File: src/rtl/sram_tree_loader.sv
// Streams words into consecutive SRAM addresses from a programmed base and can
// read the region back to confirm its additive checksum.
module sram_tree_loader #(
   parameter int DATA_BUS_WIDTH = 64,
   parameter int ADDR_BUS_WIDTH = 64,
   parameter int LEN_WIDTH      = 10
) (
   input  logic                      clk,
   input  logic                      rst,
   input  logic                      load_start,
   input  logic [ADDR_BUS_WIDTH-1:0] load_base_addr,
   input  logic [LEN_WIDTH-1:0]      load_len,
   input  logic                      verify_en,
   input  logic [DATA_BUS_WIDTH-1:0] in_data,
   input  logic                      in_valid,
   output logic                      in_ready,
   output logic                      mem_sram_CEN,
   output logic [ADDR_BUS_WIDTH-1:0] mem_sram_A,
   output logic [DATA_BUS_WIDTH-1:0] mem_sram_D,
   output logic                      mem_sram_GWEN,
   input  logic [DATA_BUS_WIDTH-1:0] mem_sram_Q,
   output logic                      load_busy,
   output logic                      load_done,
   output logic                      load_err,
   output logic [DATA_BUS_WIDTH-1:0] load_checksum
);

   typedef enum logic [2:0] {
      S_IDLE, S_WRITE, S_WFLUSH, S_VERIFY, S_VCMP, S_DONE
   } state_t;

   state_t                    r_state, w_state_nxt;
   logic [ADDR_BUS_WIDTH-1:0] r_base;
   logic [LEN_WIDTH-1:0]      r_len;
   logic                      r_verify;
   logic [LEN_WIDTH-1:0]      r_wr_cnt;
   logic [LEN_WIDTH-1:0]      r_rd_cnt;
   logic                      r_cen, r_gwen;
   logic [ADDR_BUS_WIDTH-1:0] r_a;
   logic [DATA_BUS_WIDTH-1:0] r_d;
   logic                      r_q_vld;
   logic [DATA_BUS_WIDTH-1:0] r_rd_sum;
   logic [DATA_BUS_WIDTH-1:0] r_checksum;
   logic                      r_err;

   logic                      w_hs;
   logic                      w_last_wr;
   logic [DATA_BUS_WIDTH-1:0] w_rd_sum_nxt;

   function automatic logic [ADDR_BUS_WIDTH-1:0] f_addr(
      input logic [ADDR_BUS_WIDTH-1:0] base,
      input logic [LEN_WIDTH-1:0]      idx
   );
      return base + ADDR_BUS_WIDTH'(idx);
   endfunction

   function automatic logic [DATA_BUS_WIDTH-1:0] f_sum(
      input logic [DATA_BUS_WIDTH-1:0] a,
      input logic [DATA_BUS_WIDTH-1:0] b
   );
      return a + b;
   endfunction

   assign in_ready      = (r_state == S_WRITE) && (r_wr_cnt < r_len);
   assign w_hs          = in_valid && in_ready;
   assign w_last_wr     = w_hs && ((r_wr_cnt + LEN_WIDTH'(1)) == r_len);
   // Q returns one cycle after each read cycle, so r_q_vld marks the cycle it is valid.
   assign w_rd_sum_nxt  = r_q_vld ? f_sum(r_rd_sum, mem_sram_Q) : r_rd_sum;

   assign mem_sram_CEN  = r_cen;
   assign mem_sram_GWEN = r_gwen;
   assign mem_sram_A    = r_a;
   assign mem_sram_D    = r_d;
   assign load_err      = r_err;
   assign load_checksum = r_checksum;

   always_ff @(posedge clk) begin
      if (rst) r_state <= S_IDLE;
      else     r_state <= w_state_nxt;
   end

   always_comb begin
      w_state_nxt = r_state;
      load_busy   = (r_state != S_IDLE);
      load_done   = (r_state == S_DONE);
      case (r_state)
         S_IDLE:   if (load_start) w_state_nxt = (load_len == '0) ? S_DONE : S_WRITE;
         S_WRITE:  if (w_last_wr) w_state_nxt = S_WFLUSH;
         S_WFLUSH: w_state_nxt = r_verify ? S_VERIFY : S_DONE;
         S_VERIFY: if (r_rd_cnt == r_len) w_state_nxt = S_VCMP;
         S_VCMP:   w_state_nxt = S_DONE;
         S_DONE:   w_state_nxt = S_IDLE;
         default:  w_state_nxt = S_IDLE;
      endcase
   end

   always_ff @(posedge clk) begin
      if (rst) begin
         r_base     <= '0;
         r_len      <= '0;
         r_verify   <= 1'b0;
         r_wr_cnt   <= '0;
         r_rd_cnt   <= '0;
         r_cen      <= 1'b1;
         r_gwen     <= 1'b1;
         r_a        <= '0;
         r_d        <= '0;
         r_q_vld    <= 1'b0;
         r_rd_sum   <= '0;
         r_checksum <= '0;
         r_err      <= 1'b0;
      end else begin
         r_cen    <= 1'b1;
         r_gwen   <= 1'b1;
         r_q_vld  <= !r_cen && r_gwen;
         r_rd_sum <= w_rd_sum_nxt;
         case (r_state)
            S_IDLE: begin
               if (load_start) begin
                  r_base     <= load_base_addr;
                  r_len      <= load_len;
                  r_verify   <= verify_en;
                  r_wr_cnt   <= '0;
                  r_rd_cnt   <= '0;
                  r_rd_sum   <= '0;
                  r_checksum <= '0;
                  r_err      <= 1'b0;
               end
            end
            S_WRITE: begin
               if (w_hs) begin
                  r_cen      <= 1'b0;
                  r_gwen     <= 1'b0;
                  r_a        <= f_addr(r_base, r_wr_cnt);
                  r_d        <= in_data;
                  r_wr_cnt   <= r_wr_cnt + LEN_WIDTH'(1);
                  r_checksum <= f_sum(r_checksum, in_data);
               end
            end
            // First read is launched here so reads run back to back through VERIFY.
            S_WFLUSH: begin
               if (r_verify) begin
                  r_cen    <= 1'b0;
                  r_a      <= r_base;
                  r_rd_cnt <= LEN_WIDTH'(1);
               end
            end
            S_VERIFY: begin
               if (r_rd_cnt != r_len) begin
                  r_cen    <= 1'b0;
                  r_a      <= f_addr(r_base, r_rd_cnt);
                  r_rd_cnt <= r_rd_cnt + LEN_WIDTH'(1);
               end
            end
            S_VCMP:  r_err <= (w_rd_sum_nxt != r_checksum);
            default: ;
         endcase
      end
   end

endmodule

File: config.mk
export PLATFORM = sky130hd
export DESIGN_NAME = sram_tree_loader
export DESIGN_NICKNAME = d
export VERILOG_FILES = /design/src/rtl/sram_tree_loader.sv
export SDC_FILE = /design/constraint.sdc
export NUM_CORES = 1
export LEC_CHECK = 0
export ABC_AREA = 0
export CORE_ASPECT_RATIO = 0.6
export CORE_MARGIN = 10
export CORE_UTILIZATION = 54
export CTS_BUF_LIST = sky130_fd_sc_hd__clkbuf_4 sky130_fd_sc_hd__clkbuf_8 sky130_fd_sc_hd__clkbuf_16
export CTS_CLUSTER_SIZE = 30
export DETAILED_ROUTE_END_ITERATION = 10
export DONT_BUFFER_PORTS = 1
export GPL_TIMING_DRIVEN = 0
export PLACE_DENSITY = 0.74
export SKIP_LAST_GASP = 1
export SLEW_MARGIN = 20
export SYNTH_ARGS = -nofsm -noshare
export SYNTH_HDL_FRONTEND = slang
export SYNTH_SLANG_ARGS = --single-unit
File: constraint.sdc
create_clock -name clk -period 4.91 [get_ports clk]
set_input_delay 0.982 -clock clk [delete_from_list [all_inputs] [get_ports clk]]
set_output_delay 0.982 -clock clk [all_outputs]
set_load 0.03 [all_outputs]
==> reports/metrics.csv, run 1 <==
stage,metric,value,unit
job,Max-Cap Viols,0,
floorplanning,io pins,405,
power,Leak,10.7,nW
synthesis,post-synthesis xor/xnor area fraction,9.53,%
place,I/O Buffers,0,
clock_tree,clk sink count,358,
floorplanning,die extent in x,300,um
global_routing,Total GRT Usage,40.7,%
power,maximum VDD drop,0.237,mV
outcome,status,"complete, but fails checks",
synthesis,Ys Warns,0,
worst_setup_path,Worst Path Required,5.36,ns
synthesis,Yosys reg bits,358,
timing,crit share post-route,104,%
timing,crit path time final,5.10,ns
synthesis,area share of the largest cell type after synthesis,28.2,%
routing,Avg WL per Cell,30.0,um
finish,nets@finish,3784,
floorplanning,Initial Util,54.7,%
floorplanning,Row Count,61,
timing,final hold vios,0,
routing,post-route ant nets,0,
synthesis,Netlist cell types,103,
global_routing,largest net degree at the start of global routing,16,
timing,RSZ-0062 raised after global routing,yes,
clock_tree,clk_lat worst skew,0.58,ns
synthesis,fraction of registers with async set/reset,0,%
floorplanning,height of the die,188,um
timing,Max Fclk,196,MHz
worst_setup_path,CP Cell Sequence,ha_1 > clkbuf_1 > nand4_1 > a211oi_4 > o21bai_1 > o31a_1 > o41ai_2 > nand2b_1 > o2111ai_1 > a2111oi_4 > nand3_1 > o41a_1,
synthesis,top-count cell post-synth,nand2_1,
global_routing,vias in the first global route,25418,
timing,Max Slew Vio Count,0,
place,placed cell area,0.0262,mm2
timing,relative slew slack,10.6,%
worst_setup_path,WS Path Type,reg2reg,
worst_setup_path,number of buffers and inverters on the critical path,1,
routing,final wirelength,123,mm
synthesis,mapped cell area,0.0254,mm2
timing,post-route setup slack,-0.189,ns
finish,share of cells above drive strength 1,6.37,%
worst_setup_path,WP data arrival,5.55,ns
synthesis,Syn Nets,3735,
floorplanning,die area,0.0564,mm2
worst_setup_path,crit end category,flip-flop,
global_routing,initial antenna violation count,11,
routing,Initial DRT Pass Iterations,6,
place,Post-DP HPWL,99.0,mm
clock_tree,clock slew at reported path FFs,0.07,ns
synthesis,Post-synth top cells,"nand2_1 (519), a21oi_1 (375), dfxtp_1 (358), nor2_1 (295), clkbuf_1 (168)",
place,GP Congestion,1.04,
global_routing,first-pass GRT wire length,174,mm
finish,"Design Area, Final",0.0278,mm2
worst_setup_path,Top Family by Delay on Critical Path,compound AO/OA/AOI/OAI gates,
synthesis,Area contributors post-synth,"dfxtp_1 (28%), nand2_1 (7.7%), a21oi_1 (7.4%), ha_1 (7.3%), xnor2_1 (5.7%)",
power,power density cells,284,mW/mm2
clock_tree,clk buf depth,3,
synthesis,Yosys top cell by area,dfxtp_1,
worst_setup_path,Slowest Stage Delay on Critical Path,0.67,ns
timing,Final Setup Violations,1,
finish,Area Growth Syn to Fin,9.58,%
clock_tree,CTS tree,yes,
synthesis,mux share of post-synthesis cell area,2.45,%
synthesis,top_reg_cell synth,dfxtp_1,
finish,fin util,60.0,%
synthesis,largest family of logic cells by synthesized area,compound AO/OA/AOI/OAI gates,
synthesis,"EDFF count, synth",0,
timing,Slew @ Worst Pin,1.34,ns
routing,DR vias,28518,
timing,Post-Route Skew,0.0252,ns
synthesis,"Avg Cell Area, Syn",7.52,um2
routing,vias per std cell,6.96,
routing,drc violations,0,
worst_setup_path,Startpoint Class,flip-flop,
clock_tree,CTS Buf Count,37,
hold_path,Min-Delay Path Class,reg2reg,
synthesis,Synth Area in Compound Gates,24.2,%
synthesis,Post-Synth Simple-Gate Area,23.7,%
floorplanning,Core ar.,0.0464,mm2
worst_setup_path,highest-delay cell along the critical path,o41ai_2,
routing,DRT iter0 DRCs,4674,
synthesis,Post-Synth Adder-Cell Area,7.53,%
clock_tree,H-tree levels,2,
outcome,failing checks,setup timing,
synthesis,Syn Inst Count,3377,
global_routing,Overflow after GRT,0,
synthesis,post-synthesis sequential area ratio,28.2,%
worst_setup_path,"critical path fanouts, max",8,
clock_tree,CTS Root Cell,clkbuf_16,
-- what timing repair did --
action	4_1_cts	5_1_grt
pin swaps	2	9
buffers inserted	2	9
gates cloned	0	0
gates resized for setup	24	54
hold buffers	0	0
setup endpoints to repair	82	58
-- logic make-up after synthesis --
logic type	after synthesis
simple gates	1299
mux	60
xor+xnor	273
flops	358
buf+inv	280
compound gates	956
fa+ha+maj	151
-- tightest hold or removal path: stages, from the launching register on --
cell and delay (ns):
dfxtp_1 0.31, nand2_1 0.05, a21oi_1 0.05
-- per-stage QoR --
stage,hold slack [ns],setup TNS (ns),setup WS [ns],cells,power [mW]
floorplan,0.436,0,0.371,3377,4.33
global placement,0.448,-32.89,-1.49,4007,4.78
detailed placement,0.449,-39.71,-1.22,4008,4.82
CTS,0.459,0,0.00269,4075,7.78
global route,0.503,-0.118,-0.118,4087,8.10
finish,0.465,-0.189,-0.189,4095,7.91
-- final timing paths --
kind	start	to	slack, ns	depth (start not counted)
max	r_rd_sum[30]	load_err	-0.19	12
min	r_verify	r_verify	0.46	2
max reg2reg	r_rd_sum[30]	load_err	-0.19	12
min reg2reg	r_verify	r_verify	0.46	2
-- registers in the layout, summed over array words and instances (netlist names) --
register and cells:
mem_sram_GWEN 1, r_wr_cnt 10, r_q_vld 1, r_rd_sum 64
mem_sram_D 64, r_state 3, load_checksum 64, load_err 1
r_base 64, r_verify 1, r_len 10, mem_sram_A 64
mem_sram_CEN 1, r_rd_cnt 10
-- final cells by class --
class | instances | area, um2
Fill cell | 4222 | 18600
Multi-Input combinational cell | 2739 | 17400
Sequential cell | 358 | 7180
Clock buffer | 48 | 1030
Buffer | 210 | 888
Tap cell | 630 | 788
Inverter | 68 | 255
Clock inverter | 19 | 203
Timing Repair Buffer | 12 | 93.8
Antenna cell | 11 | 27.5
-- cell usage in the layout (no fill, tap or decap), drive strengths merged, types with 10 or more instances in the layout --
cell	Yosys	final
xnor2	164	164
a21boi	14	14
diode	0	11
o211ai	16	16
nand2b	23	23
inv	68	71
or3	23	23
a211oi	62	62
and2	17	17
and3	37	37
o21a	32	32
a311oi	17	17
nor4	31	31
o31ai	18	18
a21oi	377	377
a2111oi	12	12
nor2	296	296
nor2b	27	27
and4	10	10
buf	44	53
o21ai	143	143
ha	148	148
nand3b	14	14
or2	14	14
o21bai	25	25
mux2i	46	46
mux2	14	14
nor3	59	59
dfxtp	358	358
nand2	521	521
a21o	86	86
nand4	71	71
or4	10	10
a31oi	39	39
nand3	122	122
clkbuf	168	216
xor2	107	107
-- report_power, final --
group / internal, mW / leakage (nW) / switching [mW]
clock network: 1.66 / 0.614 / 1.37
registers: 3.04 / 2.91 / 0.381
logic: 0.474 / 7.22 / 0.985
total: 5.18 / 10.7 / 2.73
-- metal layers --
metal | part of all wire, % | wire length [um] | GRT usage [%]
met5 | 0 | 0 | 0
met1 | 41 | 49800 | 57.7
met3 | 18 | 21900 | 17.7
met4 | 3.5 | 4280 | 11.4
met2 | 38 | 46800 | 54.1
Note: power is estimated with default switching activity, not from simulation.
==> inputs of run 2 (changes only) <==
--- a/config.mk
+++ b/config.mk
@@ -10,10 +10,10 @@
 export CORE_MARGIN = 10
 export CORE_UTILIZATION = 54
 export CTS_BUF_LIST = sky130_fd_sc_hd__clkbuf_4 sky130_fd_sc_hd__clkbuf_8 sky130_fd_sc_hd__clkbuf_16
+export CTS_CLUSTER_DIAMETER = 30
 export CTS_CLUSTER_SIZE = 30
 export DETAILED_ROUTE_END_ITERATION = 10
 export DONT_BUFFER_PORTS = 1
-export GPL_TIMING_DRIVEN = 0
 export PLACE_DENSITY = 0.74
 export SKIP_LAST_GASP = 1
 export SLEW_MARGIN = 20
==> run 2 against run 1 <==
The flow now finishes without violations. Clock power increased by 50%. Register-to-register slack better by 0.32 ns. Clock skew up 0.0087 ns. Clock-buffer cell count grew 25. Non-clock buffer count rose by 44. Sequential cell count stayed put. Via count shrank 2.2%. Global-route usage shrank 2.3 points. Combinational power barely moved.
==> reports/metrics.csv, run 2 (synthesis results as in run 1) <==
stage,metric,value,unit,change
outcome,status,"complete, no violations",,"was complete, but fails checks"
clock_tree,clk sink count,358,,unchanged
clock_tree,clock slew at reported path FFs,0.06,ns,was 0.07 ns
timing,RSZ-0062 raised after global routing,no,,was yes
clock_tree,CTS tree,yes,,unchanged
worst_setup_path,Startpoint Class,flip-flop,,unchanged
power,Leak,12.0,nW,was 10.7 nW
worst_setup_path,highest-delay cell along the critical path,o41ai_2,,unchanged
worst_setup_path,CP Cell Sequence,ha_1 > nand2_1 > o21ai_0 > o211ai_1 > a211oi_2 > buf_4 > o21bai_1 > o31a_1 > o41ai_2 > buf_4 > nand2b_1 > o2111ai_1 > a2111oi_1 > buf_4 > nand3_1 > o41a_1,,was ha_1 > clkbuf_1 > nand4_1 > a211oi_4 > o21bai_1 > o31a_1 > o41ai_2 > nand2b_1 > o2111ai_1 > a2111oi_4 > nand3_1 > o41a_1
place,Post-DP HPWL,91.3,mm,was 99.0 mm
timing,crit share post-route,97.4,%,was 104%
finish,Area Growth Syn to Fin,16.6,%,was 9.58%
clock_tree,Setup Buffers After CTS,0,,was 2
clock_tree,CTS Buf Count,59,,was 37
worst_setup_path,Worst Path Required,5.39,ns,was 5.36 ns
power,power density cells,316,mW/mm2,was 284 mW/mm2
worst_setup_path,"critical path fanouts, max",4,,was 8
finish,fin util,63.8,%,was 60.0%
power,clock network power share,48.4,%,was 38.3%
hold_path,worst hold start,rst,,was r_verify
clock_tree,clk_lat worst skew,0.63,ns,was 0.58 ns
floorplanning,Row Count,61,,unchanged
worst_setup_path,crit end category,flip-flop,,unchanged
global_routing,Total GRT Usage,38.4,%,was 40.7%
clock_tree,H-tree levels,2,,unchanged
floorplanning,Initial Util,54.7,%,unchanged
power,Gate power share,15.9,%,was 18.4%
worst_setup_path,WP data arrival,5.26,ns,was 5.55 ns
worst_setup_path,Top Family by Delay on Critical Path,compound AO/OA/AOI/OAI gates,,unchanged
worst_setup_path,FF-to-FF path depth,16,,was 12
worst_setup_path,WS Path Type,reg2reg,,unchanged
clock_tree,CTS Root Cell,clkbuf_16,,unchanged
worst_setup_path,number of buffers and inverters on the critical path,3,,was 1
timing,Fin Hold WS,0.435,ns,was 0.465 ns
worst_setup_path,Crit path top cell by count,buf_4,,
power,Sequential Power Share,35.7,%,was 43.2%
clock_tree,cts hold-fix bufs,0,,unchanged
timing,Slew @ Worst Pin,1.12,ns,was 1.34 ns
finish,nets@finish,3850,,"was 3,784"
clock_tree,clk buf depth,3,,unchanged
routing,Avg WL per Cell,27.6,um,was 30.0 um
timing,setup TNS,0,ns,was -0.189 ns
routing,vias per std cell,6.68,,was 6.96
routing,final wirelength,115,mm,was 123 mm
routing,DR vias,27892,,"was 28,518"
routing,post-route ant nets,0,,unchanged
finish,"most common cell after layout, fill and taps aside",nand2_1,,unchanged
power,internal power,6.45,mW,was 5.18 mW
hold_path,worst min-delay path endpoint,mem_sram_D[38],,was r_verify
finish,most frequent cells in the layout,"nand2_1 (517), a21oi_1 (373), dfxtp_1 (356)",,"was nand2_1 (519), a21oi_1 (364), dfxtp_1 (350)"
global_routing,vias in the first global route,25293,,"was 25,418"
place,I/O Buffers,0,,unchanged
place,GP Congestion,1.09,,was 1.04
hold_path,Min-Delay Path Class,in2reg,,was reg2reg
global_routing,initial antenna violation count,9,,was 11
timing,final hold vios,0,,unchanged
worst_setup_path,r2r startpoint,r_rd_sum[17],,was r_rd_sum[30]
floorplanning,Core ar.,0.0464,mm2,unchanged
hold_path,hold depth,1,,was 2
timing,Post-Route Skew,0.0340,ns,was 0.0252 ns
power,sw frac,31.1,%,was 34.6%
timing,relative slew slack,25.2,%,was 10.6%
routing,DRT iter0 DRCs,4243,,"was 4,674"
finish,share of cells above drive strength 1,12.7,%,was 6.37%
power,Total Power,9.36,mW,was 7.91 mW
global_routing,largest net degree at the start of global routing,261,,was 16
worst_setup_path,Slowest Stage Delay on Critical Path,0.57,ns,was 0.67 ns
floorplanning,die area,0.0564,mm2,unchanged
timing,post-route setup slack,0.129,ns,was -0.189 ns
floorplanning,io pins,405,,unchanged
power,maximum VDD drop,0.373,mV,was 0.237 mV
finish,area of the multi-input gates,0.0172,mm2,was 0.0174 mm2
routing,drc violations,0,,unchanged
worst_setup_path,endpoint of the most critical register-to-register path,load_err,,unchanged
global_routing,first-pass GRT wire length,168,mm,was 174 mm
place,Place WS,-0.395,ns,was -1.22 ns
job,Max-Cap Viols,0,,unchanged
timing,Final Setup Violations,0,,was 1
floorplanning,die extent in x,300,um,unchanged
finish,sequential cell area,0.00717,mm2,was 0.00718 mm2
timing,Max Slew Vio Count,0,,unchanged
power,Sw Pwr,2.92,mW,was 2.73 mW
global_routing,Overflow after GRT,0,,unchanged
finish,Fillers,4052,,"was 4,222"
timing,Max Fclk,209,MHz,was 196 MHz
routing,Initial DRT Pass Iterations,8,,was 6
floorplanning,height of the die,188,um,unchanged
worst_setup_path,R2R setup slack,0.13,ns,was -0.19 ns
timing,crit path time final,4.78,ns,was 5.10 ns
## run 2: cell types whose count changed in the layout (fill, tap and decap cells not counted), sizes merged
cell	before	now
clkinv	9	11
inv	71	77
bufinv	3	9
clkbuf	216	73
clkinvlp	4	7
clkdlybuf4s15	1	0
buf	53	266
diode	11	5
## run 2: worst max-delay path by stage
stage | startpoint | endpoint | slack [ns] | cells past startpoint
after floorplan | mem_sram_Q[0] | load_err | 0.37 | 15
after global placement | mem_sram_Q[18] | load_err | -0.41 | 16
after detailed placement | mem_sram_Q[17] | load_err | -0.40 | 16
after CTS | r_rd_sum[18] | load_err | 0.13 | 16
after global routing | r_rd_sum[0] | load_err | 0.01 | 16
final | r_rd_sum[17] | load_err | 0.13 | 16
## run 2: power groups by stage
stage,combinational [mW],clock (mW),sequential (mW)
after CTS,1.43,4.52,3.34
after global placement,1.39,0,3.39
after detailed placement,1.42,0,3.40
final,1.49,4.53,3.34
after floorplan,0.953,0,3.38
after global routing,1.59,4.67,3.35
## run 2: repair_timing
action,4_1_cts,5_1_grt
endpoints found under the hold margin,0,0
gates resized for setup,0,6
endpoints found under the setup margin,0,19
## run 2: final cells by class
cell class / count / share of cell area [%]
Sequential cell: 358 / 24.2
Antenna cell: 5 / 0.0422
Inverter: 68 / 0.862
Tap cell: 630 / 2.66
Multi-Input combinational cell: 2739 / 58.0
Clock buffer: 73 / 5.50
Clock inverter: 36 / 1.82
Timing Repair Buffer: 266 / 6.91
## run 2: stage by stage
step	std cells	area (um2)
2_1_floorplan	3377	25400
3_3_place_gp	4061	27400
3_5_place_dp	4061	27400
4_1_cts	4170	29600
5_1_grt	4171	29600
6_report	4175	29600
## run 2: routing by layer
metal	track usage (%)	vias up	routed length (um)	part of all wire (%)
met2	51.8	2061	44400	39
met4	12.7	2	4200	3.6
met5	0	-	8	0.0070
li1	-	12364	-	-
met3	14.3	254	18200	16
met1	54.7	13211	48300	42
